`src/rtl/div_pkg.sv`:
```
// Shared definitions for the iterative divider: default width, FSM state
// encoding, result constants and the packed result record.
package div_pkg;

  localparam int DIV_WIDTH = 16;

  // FSM state encoding, kept as plain constants so older blocks that compare
  // raw two-bit state codes keep working.
  typedef logic [1:0] div_state_t;

  localparam div_state_t IDLE = 2'd0;
  localparam div_state_t CALC = 2'd1;
  localparam div_state_t FIX  = 2'd2;
  localparam div_state_t DONE = 2'd3;

  // Quotient reported when the divisor is zero.
  localparam logic [DIV_WIDTH-1:0] DBZ_QUOTIENT = '1;

  // Most negative signed value; dividing it by -1 is the signed overflow case.
  localparam logic [DIV_WIDTH-1:0] SIGNED_MIN = {1'b1, {(DIV_WIDTH-1){1'b0}}};

  // One complete division result as it is written to LO/HI plus its flags.
  typedef struct packed {
    logic [DIV_WIDTH-1:0] quotient;
    logic [DIV_WIDTH-1:0] remainder;
    logic                 div_by_zero;
    logic                 overflow;
  } div_result_t;

endpackage

```
`src/rtl/div_step.sv`:
```
// One combinational restoring-division iteration: shift the partial
// remainder left, bring in the next dividend bit and keep the difference
// only if the trial subtraction did not go negative.
module div_step import div_pkg::*; #(
  parameter int WIDTH = DIV_WIDTH
) (
  input  logic [WIDTH:0]   rem_in,
  input  logic             q_msb,
  input  logic [WIDTH-1:0] abs_divisor,
  output logic [WIDTH:0]   rem_out,
  output logic             q_bit
);

  logic [WIDTH+1:0] shifted;
  logic [WIDTH+1:0] trial;

  // Trial subtraction carried one bit wider so its sign bit shows a borrow.
  always_comb begin
    shifted = {rem_in, q_msb};
    trial   = shifted - {2'b00, abs_divisor};
    if (!trial[WIDTH+1]) begin
      rem_out = trial[WIDTH:0];
      q_bit   = 1'b1;
    end else begin
      rem_out = shifted[WIDTH:0];
      q_bit   = 1'b0;
    end
  end

endmodule

```
`src/rtl/iter_divider.sv`:
```
// Multi-cycle signed/unsigned divider beside the ALU in EX. Operands are
// captured on start, divided as magnitudes one bit per clock, then sign
// corrected; quotient feeds LO and remainder feeds HI.
module iter_divider import div_pkg::*; #(
  parameter int WIDTH = DIV_WIDTH
) (
  input  logic             clk,
  input  logic             rst_n,
  input  logic             start,
  input  logic             signed_op,
  input  logic [WIDTH-1:0] dividend,
  input  logic [WIDTH-1:0] divisor,
  output logic             busy,
  output logic             done,
  output logic [WIDTH-1:0] quotient,
  output logic [WIDTH-1:0] remainder,
  output logic             div_by_zero,
  output logic             overflow
);

  localparam int CW = $clog2(WIDTH);
  localparam logic [CW-1:0] LAST_STEP = CW'(WIDTH - 1);

  div_state_t       state;
  div_state_t       next_state;
  logic [CW-1:0]    count;

  // Operands as captured on the accepted start edge.
  logic             op_signed;
  logic [WIDTH-1:0] dvd_raw;
  logic [WIDTH-1:0] dvs_raw;
  logic [WIDTH-1:0] abs_dvs;

  // Partial remainder (one guard bit) and quotient shift register.
  logic [WIDTH:0]   rem_reg;
  logic [WIDTH-1:0] quo_reg;

  logic [WIDTH:0]   step_rem;
  logic             step_bit;
  logic             accept;
  logic [WIDTH-1:0] abs_dividend_in;
  logic [WIDTH-1:0] abs_divisor_in;
  div_result_t      fixed;

  assign busy   = (state == CALC) || (state == FIX);
  assign done   = (state == DONE);
  assign accept = start && ((state == IDLE) || (state == DONE));

  div_step #(.WIDTH(WIDTH)) u_step (
    .rem_in      (rem_reg),
    .q_msb       (quo_reg[WIDTH-1]),
    .abs_divisor (abs_dvs),
    .rem_out     (step_rem),
    .q_bit       (step_bit)
  );

  // Magnitudes of the incoming operands; -SIGNED_MIN stays SIGNED_MIN, which
  // read as unsigned is exactly the magnitude we need.
  always_comb begin
    abs_dividend_in = dividend;
    abs_divisor_in  = divisor;
    if (signed_op && dividend[WIDTH-1]) begin
      abs_dividend_in = -dividend;
    end
    if (signed_op && divisor[WIDTH-1]) begin
      abs_divisor_in = -divisor;
    end
  end

  // Final result: sign correction of the magnitudes, then the special cases
  // override; a zero magnitude negates to zero so no extra guard is needed.
  always_comb begin
    fixed.quotient    = quo_reg;
    fixed.remainder   = rem_reg[WIDTH-1:0];
    fixed.div_by_zero = 1'b0;
    fixed.overflow    = 1'b0;
    if (op_signed && (dvd_raw[WIDTH-1] ^ dvs_raw[WIDTH-1])) begin
      fixed.quotient = -quo_reg;
    end
    if (op_signed && dvd_raw[WIDTH-1]) begin
      fixed.remainder = -rem_reg[WIDTH-1:0];
    end
    if (dvs_raw == '0) begin
      fixed.quotient    = DBZ_QUOTIENT;
      fixed.remainder   = dvd_raw;
      fixed.div_by_zero = 1'b1;
    end else if (op_signed && (dvd_raw == SIGNED_MIN) && (dvs_raw == '1)) begin
      fixed.quotient  = SIGNED_MIN;
      fixed.remainder = '0;
      fixed.overflow  = 1'b1;
    end
  end

  // Next-state selection; DONE behaves like IDLE so a start there chains on.
  always_comb begin
    next_state = state;
    case (state)
      IDLE:    next_state = start ? CALC : IDLE;
      CALC:    next_state = (count == LAST_STEP) ? FIX : CALC;
      FIX:     next_state = DONE;
      DONE:    next_state = start ? CALC : IDLE;
      default: next_state = IDLE;
    endcase
  end

  // State register; reset aborts any division in flight.
  always_ff @(posedge clk or negedge rst_n) begin
    if (!rst_n) begin
      state <= IDLE;
    end else begin
      state <= next_state;
    end
  end

  // Operand capture and the per-clock restoring iteration.
  always_ff @(posedge clk or negedge rst_n) begin
    if (!rst_n) begin
      count     <= '0;
      op_signed <= 1'b0;
      dvd_raw   <= '0;
      dvs_raw   <= '0;
      abs_dvs   <= '0;
      rem_reg   <= '0;
      quo_reg   <= '0;
    end else if (accept) begin
      count     <= '0;
      op_signed <= signed_op;
      dvd_raw   <= dividend;
      dvs_raw   <= divisor;
      abs_dvs   <= abs_divisor_in;
      rem_reg   <= '0;
      quo_reg   <= abs_dividend_in;
    end else if (state == CALC) begin
      count   <= count + 1'b1;
      rem_reg <= step_rem;
      quo_reg <= {quo_reg[WIDTH-2:0], step_bit};
    end
  end

  // Visible results change only in FIX and otherwise hold for LO/HI.
  always_ff @(posedge clk or negedge rst_n) begin
    if (!rst_n) begin
      quotient    <= '0;
      remainder   <= '0;
      div_by_zero <= 1'b0;
      overflow    <= 1'b0;
    end else if (state == FIX) begin
      quotient    <= fixed.quotient;
      remainder   <= fixed.remainder;
      div_by_zero <= fixed.div_by_zero;
      overflow    <= fixed.overflow;
    end
  end

endmodule
```
`config.mk`:
```
export PLATFORM = sky130hd
export DESIGN_NAME = iter_divider
export DESIGN_NICKNAME = d
export VERILOG_FILES = /design/src/rtl/div_pkg.sv /design/src/rtl/div_step.sv /design/src/rtl/iter_divider.sv
export SDC_FILE = /design/constraint.sdc
export NUM_CORES = 1
export LEC_CHECK = 0
export BUFFER_PORTS_ARGS = -buffer_cell sky130_fd_sc_hd__clkbuf_2
export CORE_MARGIN = 4
export CORE_UTILIZATION = 50
export CTS_BUF_LIST = sky130_fd_sc_hd__clkbuf_4
export CTS_CLUSTER_DIAMETER = 200
export CTS_CLUSTER_SIZE = 16
export DETAILED_ROUTE_END_ITERATION = 12
export GPL_TIMING_DRIVEN = 0
export HOLD_SLACK_MARGIN = 0.05
export PLACE_DENSITY_LB_ADDON = 0.1
export SYNTH_ARGS = -nofsm -noshare
export SYNTH_HDL_FRONTEND = slang
export SYNTH_HIERARCHICAL = 1
export SYNTH_SLANG_ARGS = --single-unit
```
`constraint.sdc`:
```
create_clock -name clk -period 5.7 [get_ports clk]
set_input_delay 1.14 -clock clk [delete_from_list [all_inputs] [get_ports clk]]
set_output_delay 1.14 -clock clk [all_outputs]
set_load 0.02 [all_outputs]
```
==> results of run 1 <==
[cells in the mapped netlist (all sizes together) (2+ instances only)]
| master | instances |
|---|---|
| a211oi | 9 |
| a21oi | 63 |
| a31oi | 7 |
| and2 | 4 |
| and3 | 12 |
| buf | 14 |
| clkbuf | 30 |
| dfrtp | 121 |
| ha | 24 |
| inv | 48 |
| mux2 | 14 |
| mux2i | 25 |
| nand2 | 137 |
| nand2b | 5 |
| nand3 | 13 |
| nand3b | 2 |
| nand4 | 11 |
| nor2 | 67 |
| nor2b | 8 |
| nor3 | 15 |
| nor3b | 2 |
| nor4 | 13 |
| o2111ai | 2 |
| o211ai | 4 |
| o21a | 3 |
| o21ai | 54 |
| o21bai | 2 |
| o221ai | 14 |
| o22ai | 3 |
| o311ai | 3 |
| o31ai | 7 |
| o41ai | 6 |
| or3 | 3 |
| or4 | 11 |
| xnor2 | 45 |
| xor2 | 26 |
[critical path: cells and delay by family, from the launching register on]
kind	cells	cell delay [ps]
AOI/OAI and AO/OA	1	210
adders and majority gates	1	460
and+or+nand+nor	4	810
xor gates and xnor gates	1	360
muxes	2	440
buffers and inverters	1	200
DFF	1	510
[area by class of cell]
type	instances	share of cell area
diodes	1	0.0002988
plain buffers	44	0.02734
clock buffers	18	0.01614
clock inverters	14	0.02137
inverters	48	0.02152
multi-input cells	631	0.4781
flip-flops and latches	121	0.3616
well taps	184	0.02749
repair buffers	71	0.04617
[layer usage]
layer / vias up / global-route usage / wire, µm
li1: 3126 / - / -
met4: 0 / 0.05440 / 257
met3: 18 / 0.05567 / 1394
met5: - / 0 / 0
met2: 219 / 0.3743 / 9213
met1: 3192 / 0.3961 / 10260
[through the flow]
stage	util	cell area, µm²
finish	0.5762	8374
detailed placement	0.5544	8058
global route	0.5762	8374
global placement	0.5519	8021
CTS	0.5760	8372
floorplan	-	7441
[path summary, 6_finish.rpt]
check	cells after the start	end	from	slack [ps]
max	10	rem_reg[13]$_DFFE_PN0P_	rem_reg[7]$_DFFE_PN0P_	2580
min	1	rem_reg[6]$_DFFE_PN0P_	rst_n	440
max reg2reg	10	rem_reg[13]$_DFFE_PN0P_	rem_reg[7]$_DFFE_PN0P_	2580
min reg2reg	2	abs_dvs[12]$_DFFE_PN0P_	abs_dvs[12]$_DFFE_PN0P_	490
max in group asynchronous	2	dvs_raw[10]$_DFFE_PN0P_	rst_n	4470
min in group clk	2	abs_dvs[12]$_DFFE_PN0P_	abs_dvs[12]$_DFFE_PN0P_	490
[report_power, final]
| part | switching [W] | internal, W | total, W |
|---|---|---|---|
| registers | 0.000480 | 0.00127 | 0.00175 |
| logic | 0.00181 | 0.00146 | 0.00327 |
| clock network | 0.000331 | 0.000347 | 0.000678 |
[cell families (layout without fill, tap and decap cells)]
logic type | after synthesis | count (layout) | share of synthesized area
other cells | 0 | 1 | 0
mux | 39 | 39 | 0.05734
fa+ha+maj | 25 | 25 | 0.04305
compound gates | 188 | 188 | 0.1572
simple gates | 308 | 308 | 0.1944
flops | 121 | 121 | 0.4069
xor+xnor | 71 | 71 | 0.08609
buf+inv | 92 | 195 | 0.05498
==> run_results.csv, run 1 <==
group,metric,value,unit
detailed_routing,first_pass_iters,5,
setup_path,cp_max_fo,10,
timing,setup_tns,0,ps
detailed_routing,drt_iter0_markers,431,
final_layout,largest_reg_flops,17,
clocking,numClockSinks,121,
setup_path,critPathKind,"reg -> reg",
clocking,cts_tree,"done",
final_layout,nFillCells,1362,
timing,hold_viol,0,
timing,worst_slew_pin_slew,843.4,ps
placed_design,dp_cells,1099,
clocking,holdBufCountCts,0,
detailed_routing,vias_per_cell,5.791,
placed_design,routabilityCongestion,0.9347,
setup_path,startpoint_type,"flip-flop",
final_layout,fin_cells,1132,
yosys,synth-seq-cells,121,
timing,hold_slack,440.1,ps
final_layout,final_common_cell,"nand2_1",
final_layout,drive_above_1_share,0.1457,
final_layout,nets,995,
timing,finClkSkew,17.08,ps
placed_design,numPortBuffers,70,
setup_path,crit_chain,"ha_1, nand2_2, or4_1, a31oi_2, nor3_4, xnor2_4, buf_12, mux2_4, mux2i_1, nor2_1",
die,die_w,130.0,µm
final_layout,multi_input_area,4004,µm²
yosys,syn_area,7441,µm²
timing,final.setup.worst_slack,2579,ps
timing,rsz0062_at_grt,"false",
die,dieHeight,130.0,µm
global_route,grt_max_degree,105,
placed_design,hpwl,16390,µm
global_route,antenna_found_initial,1,
yosys,netlist_instances,844,
power_and_ir_drop,power_leakage,3.944,nW
yosys,synth-edff-count,0,
setup_path,crit_path_max_incr_delay,540,ps
yosys,synth_area_leaders,"dfrtp_1, nand2_1, xnor2_1",
die,io_pins,72,
clocking,cts_repair_resize_count,0,
timing,drv_slew,0,
yosys,synth_top_area_cell,"dfrtp_1",
power_and_ir_drop,finalPower,0.005703,W
timing,finalSetupViolations,0,
clocking,post_cts_buffers,0,
clocking,cts_root_buf,"clkbuf_4",
setup_path,crit_slowest_cell,"or4_1",
clocking,cts_buffers,17,
detailed_routing,drc,0,
clocking,path_clk_slew,110,ps
global_route,grtUsageTotal,0.2575,
detailed_routing,drtAntennaViolNets,0,
global_route,grt_pass1_vias,6195,
worst_hold_path,hold_path.class,"in -> async",
clocking,clockBufferDepth,2,
die,fp-row-count,44,
yosys,synth-async-reset-ratio,1.000,
status,status,"complete, no violations",
placed_design,dp_slack,2614,ps
detailed_routing,wl_per_cell,18.66,µm
die,core_area,14530,µm²
detailed_routing,vias,6555,
global_route,gr-total-overflow,0,
setup_path,cp-end-kind,"flip-flop",
setup_path,cp.arrival,3530,ps
final_layout,layout_common_cells,"nand2_1, dfrtp_1, clkbuf_2",
yosys,syn_nets,905,
timing,min_period_over_period,0.5475,
yosys,syn_area_per_cell,8.816,µm²
timing,fin_crit,3121,ps
final_layout,regArea,3028,µm²
timing,max_slew_margin,0.4377,
clocking,clk_latency,540,ps
global_route,grt_pass1_wl,33550,µm
power_and_ir_drop,p_per_area,681.0,nW/µm²
final_layout,synthToLayoutAreaGrowth,12.54,%
run,maxCapViolCount,0,
yosys,yosys_warnings,6,
die,initial_core_util,0.5120,
yosys,ys_types,68,
detailed_routing,drt-total-wl,21130,µm
yosys,ys.flop_type,"dfrtp_1",
timing,fmax,0.3204,GHz
die,die_area,16900,µm²
setup_path,cp.required,6110,ps
yosys,yosysSeqAreaShare,0.4069,
yosys,synth_top_area_frac,0.4069,
clocking,htree_num_levels,4,
power_and_ir_drop,vdd_drop_max,0.2647,mV
No activity file was read; power rests on OpenSTA's default activity.
==> run 2: changes to the inputs <==
clock period = 2.72 ns   (was 5.7 ns; I/O delays follow)
==> run_results.csv, run 2 (synthesis results as in run 1) <==
group,metric,value,unit
global_route,gr-total-overflow,0,
die,io_pins,72,
clocking,cts_buffers,17,
clocking,numClockSinks,121,
timing,fin_crit,2768,ps
power_and_ir_drop,power_switching,0.006127,W
timing,hold_viol,0,
timing,hold_slack,229.5,ps
power_and_ir_drop,p_int,0.007392,W
clocking,clockBufferDepth,2,
detailed_routing,vias,6789,
setup_path,cp_max_fo,6,
clocking,clk_latency,560,ps
clocking,path_clk_slew,120,ps
final_layout,design_area,8900,µm²
power_and_ir_drop,p_per_area,1519,nW/µm²
final_layout,regArea,3044,µm²
placed_design,numPortBuffers,70,
final_layout,multi_input_area,4278,µm²
detailed_routing,drt-total-wl,22120,µm
timing,worst_slew_pin_slew,894.9,ps
final_layout,layout_common_cells,"nand2_1, dfrtp_1, clkbuf_2",
worst_hold_path,hold_path.class,"in -> reg",
die,die_w,130.0,µm
setup_path,cp.required,3160,ps
clocking,htree_num_levels,4,
die,dieHeight,130.0,µm
global_route,grt_max_degree,119,
detailed_routing,wl_per_cell,19.03,µm
timing,setup_tns,-73.56,ps
detailed_routing,drt_iter0_markers,475,
global_route,grt_pass1_wl,34690,µm
detailed_routing,drc,0,
final_layout,drive_above_1_share,0.2242,
final_layout,synthToLayoutAreaGrowth,19.61,%
power_and_ir_drop,pwr-share-comb,0.626,
timing,min_period_over_period,1.018,
die,die_area,16900,µm²
worst_hold_path,hold_path_depth,3,
power_and_ir_drop,finalPower,0.01352,W
timing,rsz0062_at_grt,"true",
detailed_routing,vias_per_cell,5.843,
placed_design,hpwl,16190,µm
placed_design,placedInstanceArea,8079,µm²
final_layout,nFillCells,1304,
timing,finalSetupViolations,3,
setup_path,rr_worst_depth,11,
power_and_ir_drop,power_leakage,4.136,nW
final_layout,final_common_cell,"nand2_1",
setup_path,cp-end-kind,"flip-flop",
placed_design,routabilityCongestion,0.8786,
detailed_routing,drtAntennaViolNets,0,
timing,final.setup.worst_slack,-48.19,ps
status,status,"finished, violations left",
die,core_area,14530,µm²
final_layout,largest_reg_flops,17,
die,initial_core_util,0.5120,
power_and_ir_drop,vdd_drop_max,0.6365,mV
final_layout,nets,1025,
global_route,grtUsageTotal,0.2663,
timing,finClkSkew,21.70,ps
power_and_ir_drop,netSwitchingFraction,0.4532,
global_route,grt_pass1_vias,6567,
setup_path,critPathKind,"reg -> reg",
global_route,antenna_found_initial,1,
power_and_ir_drop,pwr-share-seq,0.266,
clocking,cts_root_buf,"clkbuf_4",
setup_path,cp.arrival,3210,ps
clocking,cts_tree,"done",
timing,drv_slew,0,
status,violations,"negative setup slack",
run,maxCapViolCount,0,
setup_path,startpoint_type,"flip-flop",
detailed_routing,first_pass_iters,7,
die,fp-row-count,44,
timing,max_slew_margin,0.4034,
timing,fmax,0.3612,GHz
power_and_ir_drop,clockPowerShare,0.108,
-- run 2: repair_timing --
action / 4_1_cts / 5_1_grt
hold endpoints to repair: 3 / 0
gates resized for setup: 26 / 40
buffers inserted: 23 / 11
endpoints found under the setup margin: 18 / 38
gates cloned: 1 / 0
hold buffers: 1 / 0
pin swaps: 2 / 15
-- run 2: layout make-up --
type / count / area share
sequential: 121 / 0.3420
inverter: 48 / 0.02024
tap: 184 / 0.02587
clock inverter: 15 / 0.02137
antenna: 1 / 0.0002812
buffer: 40 / 0.02151
clock buffer: 17 / 0.01434
multi-input combinational: 631 / 0.4807
timing repair buffer: 105 / 0.07367
-- run 2: worst paths after layout --
check / start / endpoint / slack (ps)
worst max-delay path: rem_reg[13]$_DFFE_PN0P_ / rem_reg[12]$_DFFE_PN0P_ / -50
worst min-delay path: divisor[14] / dvs_raw[14]$_DFFE_PN0P_ / 230
worst max register to register: rem_reg[13]$_DFFE_PN0P_ / rem_reg[12]$_DFFE_PN0P_ / -50
worst min register to register: abs_dvs[8]$_DFFE_PN0P_ / abs_dvs[8]$_DFFE_PN0P_ / 490
max in group asynchronous: rst_n / rem_reg[0]$_DFFE_PN0P_ / 1570
min in group asynchronous: rst_n / rem_reg[6]$_DFFE_PN0P_ / 330
-- run 2: per-stage QoR --
step,std cells,setup slack [ps],util
finish,1162,-48.19,0.6123
global route,1162,-130.3,0.6123
CTS,1155,-117.9,0.6014
detailed placement,1099,-387.6,0.5559
global placement,1098,-602.7,0.5534
floorplan,844,-12.45,-
-- run 2: power by group through the flow --
stage	clock (W)	sequential (W)	combinational [W]
2_1_floorplan	0	0.00356	0.00510
3_3_place_gp	0	0.00361	0.00668
3_5_place_dp	0	0.00367	0.00686
4_1_cts	0.00146	0.00356	0.00795
5_1_grt	0.00156	0.00369	0.00921
6_report	0.00146	0.00360	0.00846
-- run 2: metal layers --
layer / global-route usage / vias up / part of all wire
met5: 0 / - / 0
met4: 0.07702 / 0 / 0.017
met3: 0.04585 / 32 / 0.060
met2: 0.3998 / 245 / 0.44
met1: 0.3971 / 3315 / 0.48
li1: - / 3197 / -
-- run 2: critical path: stages (launching register included) --
cell and delay (ps):
dfrtp_2 460, ha_4 320, nand4_1 170, or4_4 460
a31oi_4 180, nor3_4 70, xnor2_4 200, buf_6 140
buf_12 110, mux2_4 300, mux2i_2 170, nor2_1 60
